**src/rtl/layer2_pkg.sv**
```systemverilog
// Shared definitions for the layer-2 classifier: FSM encodings, SDRAM map and kernel sizes.
package layer2_pkg;

    typedef enum logic [3:0] {
        ST_IDLE       = 4'd0,
        ST_LDW        = 4'd1,
        ST_LDW_DONE   = 4'd2,
        ST_INITSAMP   = 4'd3,
        ST_BIAS       = 4'd4,
        ST_CALC       = 4'd5,
        ST_CMP        = 4'd6,
        ST_WRITE      = 4'd7,
        ST_SAMPLEDONE = 4'd8,
        ST_DONE       = 4'd9
    } state_t;

    localparam logic [31:0] WEIGHT_ADDR = 32'h10000;
    localparam logic [31:0] INPUT_ADDR  = 32'hE000;
    localparam logic [31:0] OUT_ADDR    = 32'h12000;

    localparam int KERNEL2_BYTES     = 2010;
    localparam int WORDS_PER_SAMPLE2 = 13;

    localparam int ACC_W  = 16;
    localparam int NODE_W = 4;

    function automatic logic signed [ACC_W-1:0] sext8(input logic [7:0] b);
        return $signed({{(ACC_W-8){b[7]}}, b});
    endfunction

endpackage

```
**src/rtl/layer2_argmax.sv**
```systemverilog
// Running arg-max over node scores; strict signed compare so ties keep the lower node.
module layer2_argmax
    import layer2_pkg::*;
(
    input  logic                    clk,
    input  logic                    reset,
    input  logic                    clear,
    input  logic                    en,
    input  logic [NODE_W-1:0]       node,
    input  logic signed [ACC_W-1:0] acc,
    output logic [NODE_W-1:0]       cls
);

    logic signed [ACC_W-1:0] best_q, best_d;
    logic [NODE_W-1:0]       cls_q, cls_d;

    always_comb begin
        best_d = best_q;
        cls_d  = cls_q;
        if (clear) begin
            best_d = '0;
            cls_d  = '0;
        end else if (en && (node == '0 || acc > best_q)) begin
            best_d = acc;
            cls_d  = node;
        end
    end

    always_ff @(posedge clk or posedge reset) begin
        if (reset) begin
            best_q <= '0;
            cls_q  <= '0;
        end else begin
            best_q <= best_d;
            cls_q  <= cls_d;
        end
    end

    assign cls = cls_q;

endmodule

```
**src/rtl/layer2.sv**
```systemverilog
// Layer-2 classifier: loads the kernel into external BRAM, then per sample scores every
// node over the binary inputs and writes the arg-max class back to SDRAM.
module layer2 #(
    parameter int          NUM_NODES   = 10,
    parameter int          NUM_INPUTS  = 200,
    parameter int          NUM_SAMPLES = 100,
    parameter logic [31:0] WEIGHT_ADDR = layer2_pkg::WEIGHT_ADDR,
    parameter logic [31:0] INPUT_ADDR  = layer2_pkg::INPUT_ADDR,
    parameter logic [31:0] OUT_ADDR    = layer2_pkg::OUT_ADDR
) (
    input  logic        clk,
    input  logic        reset,
    input  logic        waitrequest,
    input  logic        readdatavalid,
    input  logic [15:0] readdata,
    output logic        read_n,
    output logic        write_n,
    output logic        chipselect,
    output logic [31:0] address,
    output logic [1:0]  byteenable,
    output logic [15:0] writedata,
    input  logic        ready,
    output logic [6:0]  done,
    output logic [3:0]  state,
    output logic [10:0] s1_adr,
    output logic [10:0] s2_adr,
    output logic [7:0]  s1_d,
    output logic [7:0]  s2_d,
    output logic        s1_w,
    output logic        s2_w,
    input  logic [7:0]  s1_q
);
    import layer2_pkg::*;

    localparam int STRIDE = NUM_INPUTS + 1;
    localparam int WORDS  = (NUM_INPUTS + 15) / 16;
    localparam int IN_W   = WORDS * 16;
    localparam int KWORDS = (NUM_NODES * STRIDE + 1) / 2;

    state_t                  state_q, state_d;
    logic [10:0]             issue_q, issue_d;
    logic [10:0]             recv_q, recv_d;
    logic [NODE_W-1:0]       node_q, node_d;
    logic [7:0]              step_q, step_d;
    logic [6:0]              done_q, done_d;
    logic signed [ACC_W-1:0] acc_q, acc_d;
    logic [IN_W-1:0]         inp_q, inp_d;
    logic                    wr_pend_q, wr_pend_d;
    logic [10:0]             wr_adr_q, wr_adr_d;
    logic [7:0]              wr_lo_q, wr_lo_d;
    logic [7:0]              wr_hi_q, wr_hi_d;

    logic signed [ACC_W-1:0] weight_ext;
    logic signed [ACC_W-1:0] acc_final;
    logic [7:0]              prev_step;
    logic [10:0]             node_base;
    logic                    issuing;
    logic [NODE_W-1:0]       cls;

    assign weight_ext = sext8(s1_q);
    assign prev_step  = step_q - 8'd1;
    assign node_base  = 11'(node_q) * 11'(STRIDE);
    // The last weight lands in CMP, so the final score is folded in combinationally there.
    assign acc_final  = acc_q + (inp_q[NUM_INPUTS-1] ? weight_ext : '0);
    assign issuing    = (state_q == ST_LDW      && issue_q < 11'(KWORDS)) ||
                        (state_q == ST_INITSAMP && issue_q < 11'(WORDS));

    always_comb begin
        state_d   = state_q;
        issue_d   = issue_q;
        recv_d    = recv_q;
        node_d    = node_q;
        step_d    = step_q;
        done_d    = done_q;
        acc_d     = acc_q;
        inp_d     = inp_q;
        wr_pend_d = 1'b0;
        wr_adr_d  = wr_adr_q;
        wr_lo_d   = wr_lo_q;
        wr_hi_d   = wr_hi_q;
        case (state_q)
            ST_IDLE: begin
                issue_d = '0;
                recv_d  = '0;
                node_d  = '0;
                step_d  = '0;
                done_d  = '0;
                acc_d   = '0;
                if (ready) state_d = ST_LDW;
            end
            ST_LDW: begin
                if (issuing && !waitrequest) issue_d = issue_q + 11'd1;
                if (readdatavalid) begin
                    wr_pend_d = 1'b1;
                    wr_adr_d  = {recv_q[9:0], 1'b0};
                    wr_lo_d   = readdata[7:0];
                    wr_hi_d   = readdata[15:8];
                    recv_d    = recv_q + 11'd1;
                    if (recv_q == 11'(KWORDS - 1)) state_d = ST_LDW_DONE;
                end
            end
            ST_LDW_DONE: begin
                issue_d = '0;
                recv_d  = '0;
                state_d = ST_INITSAMP;
            end
            ST_INITSAMP: begin
                if (issuing && !waitrequest) issue_d = issue_q + 11'd1;
                if (readdatavalid) begin
                    inp_d  = {readdata, inp_q[IN_W-1:16]};
                    recv_d = recv_q + 11'd1;
                    if (recv_q == 11'(WORDS - 1)) begin
                        node_d  = '0;
                        state_d = ST_BIAS;
                    end
                end
            end
            ST_BIAS: begin
                step_d  = '0;
                state_d = ST_CALC;
            end
            ST_CALC: begin
                step_d = step_q + 8'd1;
                // s1_q lags the issued address by one step: bias first, then weight i-1.
                if (step_q == 8'd0) acc_d = weight_ext;
                else if (inp_q[prev_step]) acc_d = acc_q + weight_ext;
                if (step_q == 8'(NUM_INPUTS - 1)) state_d = ST_CMP;
            end
            ST_CMP: begin
                acc_d = acc_final;
                if (node_q == NODE_W'(NUM_NODES - 1)) begin
                    state_d = ST_WRITE;
                end else begin
                    node_d  = node_q + 1'b1;
                    state_d = ST_BIAS;
                end
            end
            ST_WRITE: begin
                if (!waitrequest) state_d = ST_SAMPLEDONE;
            end
            ST_SAMPLEDONE: begin
                done_d  = done_q + 7'd1;
                issue_d = '0;
                recv_d  = '0;
                if (done_q + 7'd1 == 7'(NUM_SAMPLES)) state_d = ST_DONE;
                else state_d = ST_INITSAMP;
            end
            ST_DONE: begin
                if (!ready) state_d = ST_IDLE;
            end
            default: state_d = ST_IDLE;
        endcase
    end

    always_ff @(posedge clk or posedge reset) begin
        if (reset) begin
            state_q   <= ST_IDLE;
            issue_q   <= '0;
            recv_q    <= '0;
            node_q    <= '0;
            step_q    <= '0;
            done_q    <= '0;
            acc_q     <= '0;
            inp_q     <= '0;
            wr_pend_q <= 1'b0;
            wr_adr_q  <= '0;
            wr_lo_q   <= '0;
            wr_hi_q   <= '0;
        end else begin
            state_q   <= state_d;
            issue_q   <= issue_d;
            recv_q    <= recv_d;
            node_q    <= node_d;
            step_q    <= step_d;
            done_q    <= done_d;
            acc_q     <= acc_d;
            inp_q     <= inp_d;
            wr_pend_q <= wr_pend_d;
            wr_adr_q  <= wr_adr_d;
            wr_lo_q   <= wr_lo_d;
            wr_hi_q   <= wr_hi_d;
        end
    end

    layer2_argmax u_argmax (
        .clk   (clk),
        .reset (reset),
        .clear (state_q == ST_BIAS && node_q == '0),
        .en    (state_q == ST_CMP),
        .node  (node_q),
        .acc   (acc_final),
        .cls   (cls)
    );

    always_comb begin
        address = '0;
        if (issuing && state_q == ST_LDW)
            address = WEIGHT_ADDR + 32'(issue_q);
        else if (issuing)
            address = INPUT_ADDR + 32'(WORDS) * 32'(done_q) + 32'(issue_q);
        else if (state_q == ST_WRITE)
            address = OUT_ADDR + 32'(done_q);
    end

    always_comb begin
        s1_adr = '0;
        if (wr_pend_q)
            s1_adr = wr_adr_q;
        else if (state_q == ST_BIAS)
            s1_adr = node_base;
        else if (state_q == ST_CALC)
            s1_adr = node_base + 11'd1 + 11'(step_q);
    end

    assign read_n     = !issuing;
    assign write_n    = (state_q != ST_WRITE);
    assign writedata  = (state_q == ST_WRITE) ? {12'b0, cls} : 16'h0000;
    assign chipselect = 1'b1;
    assign byteenable = 2'b11;
    assign done       = done_q;
    assign state      = state_q;
    assign s2_adr     = wr_pend_q ? {wr_adr_q[10:1], 1'b1} : 11'd0;
    assign s1_d       = wr_lo_q;
    assign s2_d       = wr_hi_q;
    assign s1_w       = wr_pend_q;
    assign s2_w       = wr_pend_q;

endmodule

```
**config.mk**
```make
export PLATFORM = sky130hd
export DESIGN_NAME = layer2
export DESIGN_NICKNAME = d
export VERILOG_FILES = /design/src/rtl/layer2_pkg.sv /design/src/rtl/layer2_argmax.sv /design/src/rtl/layer2.sv
export SDC_FILE = /design/constraint.sdc
export NUM_CORES = 1
export LEC_CHECK = 0
export ABC_AREA = 0
export ABC_CLOCK_PERIOD_IN_PS = 10100
export BUFFER_PORTS_ARGS = -buffer_cell sky130_fd_sc_hd__buf_2
export CAP_MARGIN = 20
export CORE_UTILIZATION = 38
export DETAILED_ROUTE_END_ITERATION = 8
export PLACE_DENSITY_LB_ADDON = 0.25
export SYNTH_ARGS = -nofsm -noshare
export SYNTH_HDL_FRONTEND = slang
export SYNTH_SLANG_ARGS = --single-unit
```
**constraint.sdc**
```tcl
create_clock -name clk -period 10.1 [get_ports clk]
set_input_delay 1.515 -clock clk [delete_from_list [all_inputs] [get_ports clk]]
set_output_delay 1.515 -clock clk [all_outputs]
set_load 0.02 [all_outputs]
```
### Word level (Yosys, flattened, before mapping)

Cells that the tools add are included.

* output and inout port bits: 104
* register bits after elaboration: 316

* $add $sub $neg: 14
* magnitude comparators: 4
* multipliers: 2
* reductions and logical operators: 29
* equality and inequality tests: 27
* multiplexer cells: 41

Operator list (count)
* $mux 16: 5
* $mux 11: 6
* $mux 4: 15
* $mux 18: 3
* $pmux 16 s3: 1
* $pmux 11 s2: 2
* $pmux 4 s10: 1
* $add 11x1->11 const B: 3
* $add 17x11->18: 1
* $add 17x11->18 const A: 1
* $add 17x7->18 const A: 1
* $add 16x11->17 const A: 1
* $add 16x16->16: 1
* $add 16x8->16: 1
* $eq 4x3->1 const B: 4
* $gt 16x16->1: 1
* $pmux 8 s2: 1
* $ne 2x2->1 const B: 7
* $pmux 7 s2: 1
* $eq 4x4->1 const B: 3
* $pmux 4 s3: 1
* $add 11x8->11: 1
* $eq 11x10->1 const B: 1
* $eq 11x4->1 const B: 1
* 31 further kinds: 54

### Depth between registers and ports, before layout

Gate-level depths: netlist of the first run.

* depth in word-level cells: 7
* depth in mapped cells: 19
* depth with buffers taken out: 17

### Cells and area by module

A second synthesis of the first run with hierarchy kept.

* cells, all modules: 1734
* area total of the unflattened synthesis: 18925.7 um2

By module, submodules not included
* layer2: cells each 1590, area each 17568.1 um2, instances 1
* layer2_argmax: cells each 144, area each 1357.6 um2, instances 1

### Worst setup path after synthesis of the first run

No wires, ideal clock.

* path type: input-to-reg
* start point: input port s1_q[0]
* end point: register u_argmax.best_q[0]
* stages: 18
* arrival time: 5.141 ns
* required time: 10.019 ns
* buffers on the path: 1
* setup slack: 4.878 ns
* cells stage by stage: and2_1 > ha_1 > fa_1 > a211o_1 > a21oi_1 > o21ai_0 > a211oi_1 > o41ai_1 > a21oi_1 > xnor2_1 > ha_1 > nand4_1 > nor3_1 > nand4_1 > o21a_1 > o21ai_0 > buf_1 > mux2i_1

* cells in the longest elaborated chain, start to end: 6

RTL lines
* start: declaration: RTL line layer2.sv:31 `input logic [7:0] s1_q`
* $mux 16 (*): RTL line layer2.sv:64 `assign acc_final = acc_q + (inp_q[NUM_INPUTS-1] ? weight_ext : '0);`
* $add 16x16->16 (*): RTL line layer2.sv:64
* $gt 16x16->1: RTL line layer2_argmax.sv:23 `end else if (en && (node == '0 || acc > best_q)) begin`
* $logic_or 1x1->1: RTL line layer2_argmax.sv:23
* $logic_and 1x1->1: RTL line layer2_argmax.sv:23
* $reduce_bool 2->1 (no source line)
* end signal: assignment: RTL line layer2_argmax.sv:34 `best_q <= best_d;`
* end: declaration: RTL line layer2_argmax.sv:14 `logic signed [ACC_W-1:0] best_q, best_d;`

Every way passes the cells marked *; elsewhere a longest branch is shown, timed or not. The select of a mux whose other input is x is not followed.
A chain may end at the register's enable or synchronous reset.

### Worst setup path after layout of the first run

* start point: register done_q[0] (netlist: done[0])
* end point: output port address[11]

* cells in the longest elaborated chain, start to end: 5

RTL lines
* start: declaration: RTL line layer2.sv:45 `logic [6:0] done_q, done_d;`
* start signal: assignment: RTL line layer2.sv:175 `done_q <= done_d;`
* $mul 4x7->11: RTL line layer2.sv:200 `address = INPUT_ADDR + 32'(WORDS) * 32'(done_q) + 32'(issue_q);`
* $add 16x11->17: RTL line layer2.sv:200
* $add 17x11->18: RTL line layer2.sv:200
* $mux 18 (*): RTL line layer2.sv:199 `else if (issuing)`
* $mux 18 (*): RTL line layer2.sv:197 `if (issuing && state_q == ST_LDW)`
* end: declaration: RTL line layer2.sv:19 `output logic [31:0] address,`

Every way passes the cells marked *; elsewhere a longest branch is shown, timed or not.

==> results of run 1 <==
-- sequential cells by signal, summed over array words and instances (netlist names), 7 cells and up --
signal,flops
u_argmax.best_q,16
s1_d,8
s2_d,8
step_q,8
recv_q,11
issue_q,11
inp_q,208
done,7
wr_adr_q,10
acc_q,16
-- per-layer routing --
layer,up-vias,routed length [um],GRT usage
li1,6037,-,-
met1,6411,18600,0.225
met2,210,20100,0.282
met3,59,1370,0.0234
met4,0,727,0.0413
met5,-,0,0
-- placed cells by master (no fill, tap or decap), types with 17 or more instances in the layout --
cell type | Yosys | layout
ha_1 | 97 | 96
clkbuf_16 | 0 | 35
nand4_1 | 17 | 17
buf_2 | 8 | 102
nor3_1 | 22 | 22
a21oi_1 | 85 | 85
mux2i_1 | 29 | 29
xor2_1 | 27 | 27
xnor2_1 | 38 | 38
nand2_1 | 114 | 114
inv_1 | 107 | 106
and2_1 | 31 | 31
dfrtp_1 | 316 | 315
o21ai_0 | 71 | 70
nor2_1 | 82 | 81
o21a_1 | 21 | 21
conb_1 | 2 | 30
nand3_1 | 19 | 18
mux4_2 | 59 | 59
mux2_2 | 231 | 231
-- power by group --
part / total, mW / switching (mW) / internal, mW
clock: 1.24 / 0.520 / 0.717
combinational: 2.38 / 1.34 / 1.04
sequential: 1.82 / 0.267 / 1.56
total: 5.44 / 2.12 / 3.31
-- Yosys cell counts (21+ instances only) --
library cell	n	area share
dfrtp_1	316	0.42
xnor2_1	38	0.018
ha_1	97	0.065
o21ai_0	71	0.019
mux2_2	231	0.14
mux4_2	59	0.071
o21a_1	21	0.0085
buf_4	33	0.013
inv_1	107	0.022
nor2_1	82	0.017
mux2i_1	29	0.016
and2_1	31	0.010
a21oi_1	85	0.023
clkbuf_1	60	0.012
nor3_1	22	0.0059
nand2_1	114	0.023
xor2_1	27	0.013
-- how the worst max path moves through the flow --
stage / cells past startpoint / start / endpoint / slack (ns)
2_1_floorplan: 1 / reset / acc_q[0] / 4.37
3_3_place_gp: 19 / s1_q[0] / u_argmax.best_q[13] / 4.26
3_5_place_dp: 19 / s1_q[0] / u_argmax.best_q[9] / 4.11
4_1_cts: 15 / done[0] / address[11] / 4.21
5_1_grt: 15 / done[0] / address[11] / 3.94
6_report: 15 / done[0] / address[11] / 4.23
-- cells by family after synthesis --
family | synth area share
and+or+nand+nor | 0.0913
buffers and inverters | 0.0517
adders and majority gates | 0.0802
DFF | 0.425
muxes | 0.227
AOI/OAI and AO/OA | 0.0940
xor gates and xnor gates | 0.0306
other | 0.000403
-- cell type report --
cell class,instances,area share
clock buffer,53,0.0483
tap,615,0.0370
timing repair buffer,120,0.0332
multi-input combinational,1157,0.476
inverter,107,0.0195
clock inverter,9,0.00506
sequential,316,0.381
-- metrics by stage --
step,std cells,instance area [um^2],utilization,setup WS (ns),power [mW]
floorplan,1690,18700,-,4.37,3.60
global placement,2313,19600,0.409,4.26,4.18
detailed placement,2314,19600,0.409,4.11,4.24
CTS,2376,20800,0.432,4.21,5.50
global route,2377,20800,0.433,3.94,5.84
finish,2377,20800,0.433,4.23,5.44
==> impl_results.md, run 1 <==
- Post-synthesis sequential area ratio: 0.425
- Status: finished, final reports clean
- FF/Latch Area: just under 8000 um^2
- R2R depth: 19
- Worst hold slack: 0.500 ns
- Num CTS Buffers: 35
- Diode count: 0
- Drt first pass iters: 7
- Routed vias: 12.7k
- Post-synth EDFFs: 0
- Clock Pin Slew Worst Setup and Hold Paths: 0.06 ns
- Gr usage total: 0.167
- # clock sinks: between 300 and 400
- CP Launch Type: flip-flop
- Initial DRC count: 750
- Cell with the largest stage delay on the worst path: dfrtp_1
- Antenna viol nets, final: 0
- CP max stage delay: 0.54 ns
- CTS tree: yes
- Arr. time, crit path: 4.35 ns
- Max-Cap Viols: 0
- Fin. Hold Viols: 0
- Routed wire length: between 40 and 50 mm
- Die Y-Extent: 223 um
- Setup_tns: 0 ns
- H-Tree Level Count: 2
- Hold Crit Start: wr_adr_q[1]
- Final min period: 5.87 ns
- Placeable Area: ~48000 um^2
- Wire per inst: 17.2 um
- Reg2Reg Setup Slack: ~5.2 ns
- Remaining Overflow, GRT: 0
- Vias per cell: 5.35
- Tcrit/Tclk final: 0.581
- Setup violators final: 0
- F_max: 170 MHz
- WP data required: 8.59 ns
- I/O Buffers: 102
- Netlist Area Pre-Place: 18600 um^2
- Vias in the first global route: 13.1k
- Initial core utilization: 0.388
- Row cnt: 80
- Endpoint type of the worst setup path: output port
- Synth cell types: between 70 and 80
- RSZ-0062 raised after global routing: no
- Worst Path Class, Setup: flip-flop to output port
- Ratio of cells with drive above 1 in the final layout: 0.274
- Initial antenna violation count: 0
- Avg Cell Area, Syn: between 10 and 15 um^2
- Post-DP HPWL: 28.2 mm
- CP most frequent cell: a21oi_1
- Max VDD drop: 159 uV
- Post-CTS setup buffers: 0
- Layout area overhead: 11.6%
- Cell chain of the critical path: ha_1 -> inv_1 -> fa_1 -> fa_1 -> inv_1 -> ha_1 -> a21oi_1 -> o21bai_1 -> a21oi_1 -> o21bai_1 -> a21oi_1 -> o21ai_0 -> xor2_1 -> and2_1 -> buf_2
- Crit path max fanout: 8
- Nets: 1877
- Die area: around 50000 um^2
- Number of max-slew violations in the final report: 0
- Hold Path Sink: wr_adr_q[1]
- Power per standard cell area: approximately 260 nW/um^2
- Worst Hold Class: flip-flop to flip-flop
- Kind of cell adding the most delay to the critical path: adder cells
- Asr flop ratio synth: 1.00
- Largest net degree at the start of global routing: 168
- Area used by multi-input combinational logic: about 10000 um^2
- First-pass GRT wire length: just under 70 mm
- RR Endpoint: u_argmax.best_q[6]
- Clk_lat worst skew: ~0.53 ns
- Relative slew slack: 0.294
- Worst-Margin Slew: ~1.1 ns
- Bufs on Longest Clock Path: 3
- Leakage: 10.0 nW
- GP Congestion: roughly 0.84
- FILL cells: 4557
- Max Clock Skew: 0.0169 ns
- Synth Flop Type: dfrtp_1
- I/O Pins: 133
- RR Startpoint: inp_q[199]
- Count of buffer and inverter cells on the critical path: 3
- Synthesis Warnings: 0
- PostCTS Resize Cnt: 0
- Drc violations: 0
- Mapped Cells: between 1.5k and 2k
- Post-synthesis register bit count: 316
- Worst Hold Path Cells: 1
- Root Buffer: clkbuf_16
- Cts hold-fix bufs: 0
- Die width: around 220 um
(Power assumes the default switching activity.)
==> run 2: changes to the inputs <==
--- a/config.mk
+++ b/config.mk
@@ -6,7 +6,7 @@
 export NUM_CORES = 1
 export LEC_CHECK = 0
 export ABC_AREA = 0
-export ABC_CLOCK_PERIOD_IN_PS = 10100
+export ABC_CLOCK_PERIOD_IN_PS = 5050
 export BUFFER_PORTS_ARGS = -buffer_cell sky130_fd_sc_hd__buf_2
 export CAP_MARGIN = 20
 export CORE_UTILIZATION = 38
==> constraint.sdc (replaced) <==
create_clock -name clk -period 5.05 [get_ports clk]
set_input_delay 0.7575 -clock clk [delete_from_list [all_inputs] [get_ports clk]]
set_output_delay 0.7575 -clock clk [all_outputs]
set_load 0.02 [all_outputs]
==> impl_results.md, run 2 (same netlist as run 1, synthesis figures left out) <==
- Die width: 223 um
- Number of max-slew violations in the final report: 0
- Post-Route Utilization: 0.436
- Nets: 1889
- Final min period: 4.84 ns
- Switch share: 0.384
- Setup_tns: 0 ns
- Cell chain of the critical path: ha_1 -> inv_1 -> fa_1 -> fa_1 -> inv_1 -> ha_1 -> a21oi_2 -> o21bai_1 -> a21oi_1 -> o21bai_1 -> a21oi_1 -> o21ai_0 -> xor2_1 -> and2_1 -> buf_2
- CP Launch Type: flip-flop
- Die Y-Extent: 223 um
- Drt first pass iters: 5
- Root Buffer: clkbuf_16
- Layout area overhead: 12.6%
- Die area: 49900 um^2
- Routed vias: 12.8k
- Clock power share: 0.233
- Int Pwr: 6.82 mW
- Placed Cells: 2327
- Count of buffer and inverter cells on the critical path: 3
- Remaining Overflow, GRT: 0
- Kind of cell adding the most delay to the critical path: adder cells
- Leakage: 10.1 nW
- PostCTS Resize Cnt: 0
- Ratio of cells with drive above 1 in the final layout: 0.282
- Routed wire length: 41.0 mm
- RR Startpoint: inp_q[199]
- First-pass GRT wire length: roughly 68 mm
- CP startpoint: done[2]
- Bufs on Longest Clock Path: 3
- GP Congestion: roughly 0.85
- Max reg flops: 208
- Setup violators final: 0
- Vias per cell: 5.34
- Vias in the first global route: 13.1k
- Antenna viol nets, final: 0
- Cts hold-fix bufs: 0
- Top Registers: inp_q (208), acc_q (16), u_argmax.best_q (16)
- # clock sinks: about 320
- Initial core utilization: 0.388
- Diode count: 0
- Wire per inst: between 15 and 20 um
- Num CTS Buffers: 35
- CTS tree: yes
- Worst Path Class, Setup: flip-flop to output port
- Reg with most FFs: inp_q
- Post-layout power: 11.1 mW
- Max VDD drop: 321 uV
- Tcrit/Tclk final: 0.958
- Endpoint type of the worst setup path: output port
- Largest net degree at the start of global routing: ~130
- Setup ws final: 0.212 ns
- Final instance area: 21000 um^2
- Final std cells w/o fill: 2387
- Pre-CTS setup slack: roughly 0.094 ns
- I/O Buffers: between 100 and 150
- Worst-Margin Slew: 0.969 ns
- Combinational Power Share: 0.436
- Fin. Hold Viols: 0
- Cell with the largest stage delay on the worst path: fa_1
- Max-Cap Viols: 0
- RSZ-0062 raised after global routing: yes
- Relative slew slack: 0.349
- Most common cell after layout, fill and taps aside: dfrtp_1
- H-Tree Level Count: 2
- Max Clock Skew: 0.0254 ns
- Gr usage total: 0.167
- Power per standard cell area: 528 nW/um^2
- Arr. time, crit path: 4.08 ns
- RR Endpoint: u_argmax.best_q[8]
- Reg2Reg Setup Slack: approximately 0.38 ns
- Psw: roughly 4.2 mW
- Worst hold slack: 0.456 ns
- Clk_lat worst skew: 0.53 ns
- Most frequent cells in the layout: dfrtp_1, mux2_2, nand2_1
- Initial antenna violation count: 0
- Post-CTS setup buffers: 0
- Worst Hold Class: primary input to asynchronous set/reset pin
- F_max: 207 MHz
- Crit path max fanout: 6
- Clock Pin Slew Worst Setup and Hold Paths: 0.06 ns
- Placeable Area: 48000 um^2
- WP data required: around 4.3 ns
- Drc violations: 0
- Status: finished, final reports clean
- Post-DP HPWL: 28.9 mm
- R2R depth: 18
- Initial DRC count: approximately 630
- Row cnt: 80
- CP max stage delay: 0.52 ns
- Sequential Power Share: 0.330
- I/O Pins: 133
- DP Area: 19800 um^2
## run 2: cell count changes in the layout (fill, tap and decap cells not counted), moves of 2 or more
| cell | previous run | this run |
|---|---|---|
| buf_12 | 2 | 6 |
| buf_4 | 15 | 24 |
| bufinv_16 | 1 | 3 |
| clkbuf_1 | 12 | 8 |
| clkbuf_8 | 6 | 8 |
| clkinv_4 | 2 | 0 |
| dfrtp_1 | 315 | 313 |
| dfrtp_2 | 0 | 2 |
## run 2: layout make-up
class	count	area (um^2)
clock inverters	9	145
fillers	4513	27100
inverters	107	405
well taps	615	769
flip-flops and latches	316	7910
clock buffers	51	1020
multi-input cells	1157	9910
repair buffers	132	811
## run 2: per-layer routing
| layer | part of all wire | track usage | vias up |
|---|---|---|---|
| met5 | 0 | 0 | - |
| met1 | 0.46 | 0.226 | 6408 |
| met2 | 0.49 | 0.283 | 198 |
| met4 | 0.018 | 0.0415 | 0 |
| met3 | 0.034 | 0.0224 | 57 |
| li1 | - | - | 6088 |
## run 2: worst register-to-register path: stages (launching register included)
cell and delay, ns:
dfrtp_2 0.52, and2_1 0.21, ha_1 0.22, fa_1 0.43, a211o_1 0.30, a21oi_1 0.18
o21ai_0 0.21, a211oi_1 0.32, o41ai_1 0.12, a21oi_1 0.18, xnor2_1 0.14, ha_1 0.32
nand4_1 0.14, nor3_1 0.28, o21ai_0 0.15, a41oi_1 0.28, o21ai_2 0.16, buf_4 0.23
mux2i_1 0.14
## run 2: how the worst max path moves through the flow
stage	endpoint	slack (ns)	cells after the start
floorplan	acc_q[0]	0.08	1
global placement	u_argmax.best_q[14]	0.25	19
detailed placement	u_argmax.best_q[1]	0.09	19
CTS	address[11]	0.07	15
global route	address[10]	-0.02	15
finish	address[11]	0.21	15
## run 2: power groups by stage
stage | Clock, mW | Sequential, mW | Combinational [mW]
3_3_place_gp | 0 | 3.69 | 4.78
5_1_grt | 2.76 | 3.76 | 5.35
3_5_place_dp | 0 | 3.70 | 4.85
6_report | 2.58 | 3.66 | 4.83
2_1_floorplan | 0 | 3.56 | 3.65
4_1_cts | 2.66 | 3.66 | 4.88
==> run 3: changes to the inputs <==
--- a/config.mk
+++ b/config.mk
@@ -9,7 +9,7 @@
 export ABC_CLOCK_PERIOD_IN_PS = 5050
 export BUFFER_PORTS_ARGS = -buffer_cell sky130_fd_sc_hd__buf_2
 export CAP_MARGIN = 20
-export CORE_UTILIZATION = 38
+export CORE_UTILIZATION = 40
 export DETAILED_ROUTE_END_ITERATION = 8
 export PLACE_DENSITY_LB_ADDON = 0.25
 export SYNTH_ARGS = -nofsm -noshare
==> impl_results.md, run 3 (same netlist as run 1, synthesis figures left out) <==
- Relative slew slack: 0.252
- Die width: approximately 220 um
- Area used by multi-input combinational logic: 9930 um^2
- Nets: around 1.9k
- FF/Latch Area: 7910 um^2
- CP startpoint: done[1]
- Worst hold slack: around 0.23 ns
- Most common cell after layout, fill and taps aside: dfrtp_1
- Placed Cells: approximately 2.3k
- Post-Route Utilization: 0.457
- Diode count: 0
- Largest net degree at the start of global routing: about 180
- Bufs on Longest Clock Path: 3
- Combinational Power Share: 0.447
- Max-Cap Viols: 0
- F_max: 205 MHz
- Initial antenna violation count: 0
- Clk_lat worst skew: 0.52 ns
- CP Launch Type: flip-flop
- Initial core utilization: 0.408
- R2R depth: 18
- RR Startpoint: inp_q[199]
- Worst Hold Class: primary input to asynchronous set/reset pin
- I/O Pins: ~130
- Gr usage total: 0.175
- Reg2Reg Setup Slack: around 0.48 ns
- Power per standard cell area: between 500 and 600 nW/um^2
- Arr. time, crit path: 4.12 ns
- Fin. Hold Viols: 0
- Leakage: 10.1 nW
- RR Endpoint: u_argmax.best_q[5]
- Psw: 4.26 mW
- Routed wire length: a little over 40 mm
- Sequential Power Share: 0.331
- FILL cells: 4216
- Vias in the first global route: 13.1k
- Final min period: 4.88 ns
- Setup violators final: 0
- Cts hold-fix bufs: 0
- Root Buffer: clkbuf_16
- Clock Pin Slew Worst Setup and Hold Paths: 0.06 ns
- First-pass GRT wire length: 67.8 mm
- Most frequent cells in the layout: dfrtp_1, mux2_2, nand2_1
- Number of max-slew violations in the final report: 0
- Worst Path Class, Setup: flip-flop to output port
- PostCTS Resize Cnt: 1
- Wire per inst: about 17 um
- WP data required: 4.29 ns
- Switch share: 0.388
- Crit path max fanout: 6
- Tcrit/Tclk final: 0.966
- Max VDD drop: 431 uV
- Clock power share: 0.223
- Post-CTS setup buffers: 0
- Ratio of cells with drive above 1 in the final layout: 0.282
- CTS tree: yes
- Setup crit end: address[11]
- Vias per cell: about 5.3
- Row cnt: 78
- # clock sinks: around 320
- Drc violations: 0
- Num CTS Buffers: 35
- GP Congestion: 0.870
- Max Clock Skew: 0.0104 ns
- Drt first pass iters: 4
- Routed vias: 12.6k
- Die Y-Extent: 218 um
- Antenna viol nets, final: 0
- Status: finished, final reports clean
- Endpoint type of the worst setup path: output port
- Max reg flops: 208
- Remaining Overflow, GRT: 0
- I/O Buffers: 102
- Initial DRC count: 757
- Placeable Area: 45700 um^2
- Top Registers: inp_q (208), acc_q (16), u_argmax.best_q (16)
- Final std cells w/o fill: 2371
- Post-DP HPWL: 28.3 mm
- H-Tree Level Count: 2
- Reg with most FFs: inp_q
- RSZ-0062 raised after global routing: yes
- Worst-Margin Slew: about 1.1 ns
- Layout area overhead: 12.1%
- Int Pwr: 6.73 mW
- Die area: 47400 um^2
[run 3: power by group through the flow]
stage / logic [mW] / registers [mW] / clock network (mW)
after floorplan: 3.65 / 3.56 / 0
after global placement: 4.82 / 3.67 / 0
after detailed placement: 4.90 / 3.68 / 0
after CTS: 4.94 / 3.64 / 2.54
after global routing: 5.42 / 3.73 / 2.63
final: 4.91 / 3.63 / 2.45
[run 3: worst min-delay path by stage]
stage	end	cells after the start	from	slack, ns
2_1_floorplan	wr_adr_q[1]	1	wr_adr_q[1]	0.47
3_3_place_gp	wr_adr_q[9]	1	wr_adr_q[9]	0.48
3_5_place_dp	wr_adr_q[9]	1	wr_adr_q[9]	0.49
4_1_cts	acc_q[2]	2	reset	0.23
5_1_grt	acc_q[0]	2	reset	0.25
6_report	acc_q[6]	2	reset	0.23
[run 3: routing by layer]
metal  part of all wire  vias to the layer above  GRT usage
met1               0.46                     6336      0.235
li1                   -                     6078          -
met2               0.50                      165      0.301
met3              0.030                       55     0.0236
met4              0.015                        0     0.0392
met5                  0                        -          0
[run 3: area by class of cell]
type                            instances  share of cell area
Sequential cell                       316               0.379
Inverter                              107              0.0194
Timing Repair Buffer                  131              0.0379
Multi-Input combinational cell       1157               0.475
Tap cell                              600              0.0359
Clock inverter                          7             0.00419
Clock buffer                           53              0.0485
[run 3: through the flow]
stage | instance area, um^2 | worst slack [ns] | setup TNS [ns] | power, mW
floorplan | 18700 | 0.0817 | 0 | 7.20
global placement | 19800 | 0.131 | 0 | 8.49
detailed placement | 19800 | -0.108 | -0.768 | 8.58
CTS | 20900 | 0.0451 | 0 | 11.1
global route | 20900 | -0.0189 | -0.0189 | 11.8
finish | 20900 | 0.174 | 0 | 11.0
[run 3: critical path: stages (launching register included)]
cell and delay (ns):
dfrtp_2 0.46, ha_1 0.31, inv_1 0.07, fa_1 0.46, fa_1 0.53, inv_1 0.05, ha_1 0.34, a21oi_2 0.18
o21bai_1 0.10, a21oi_2 0.19, o21bai_1 0.09, a21oi_1 0.21, o21ai_0 0.15, xor2_1 0.15, and2_1 0.15, buf_2 0.15
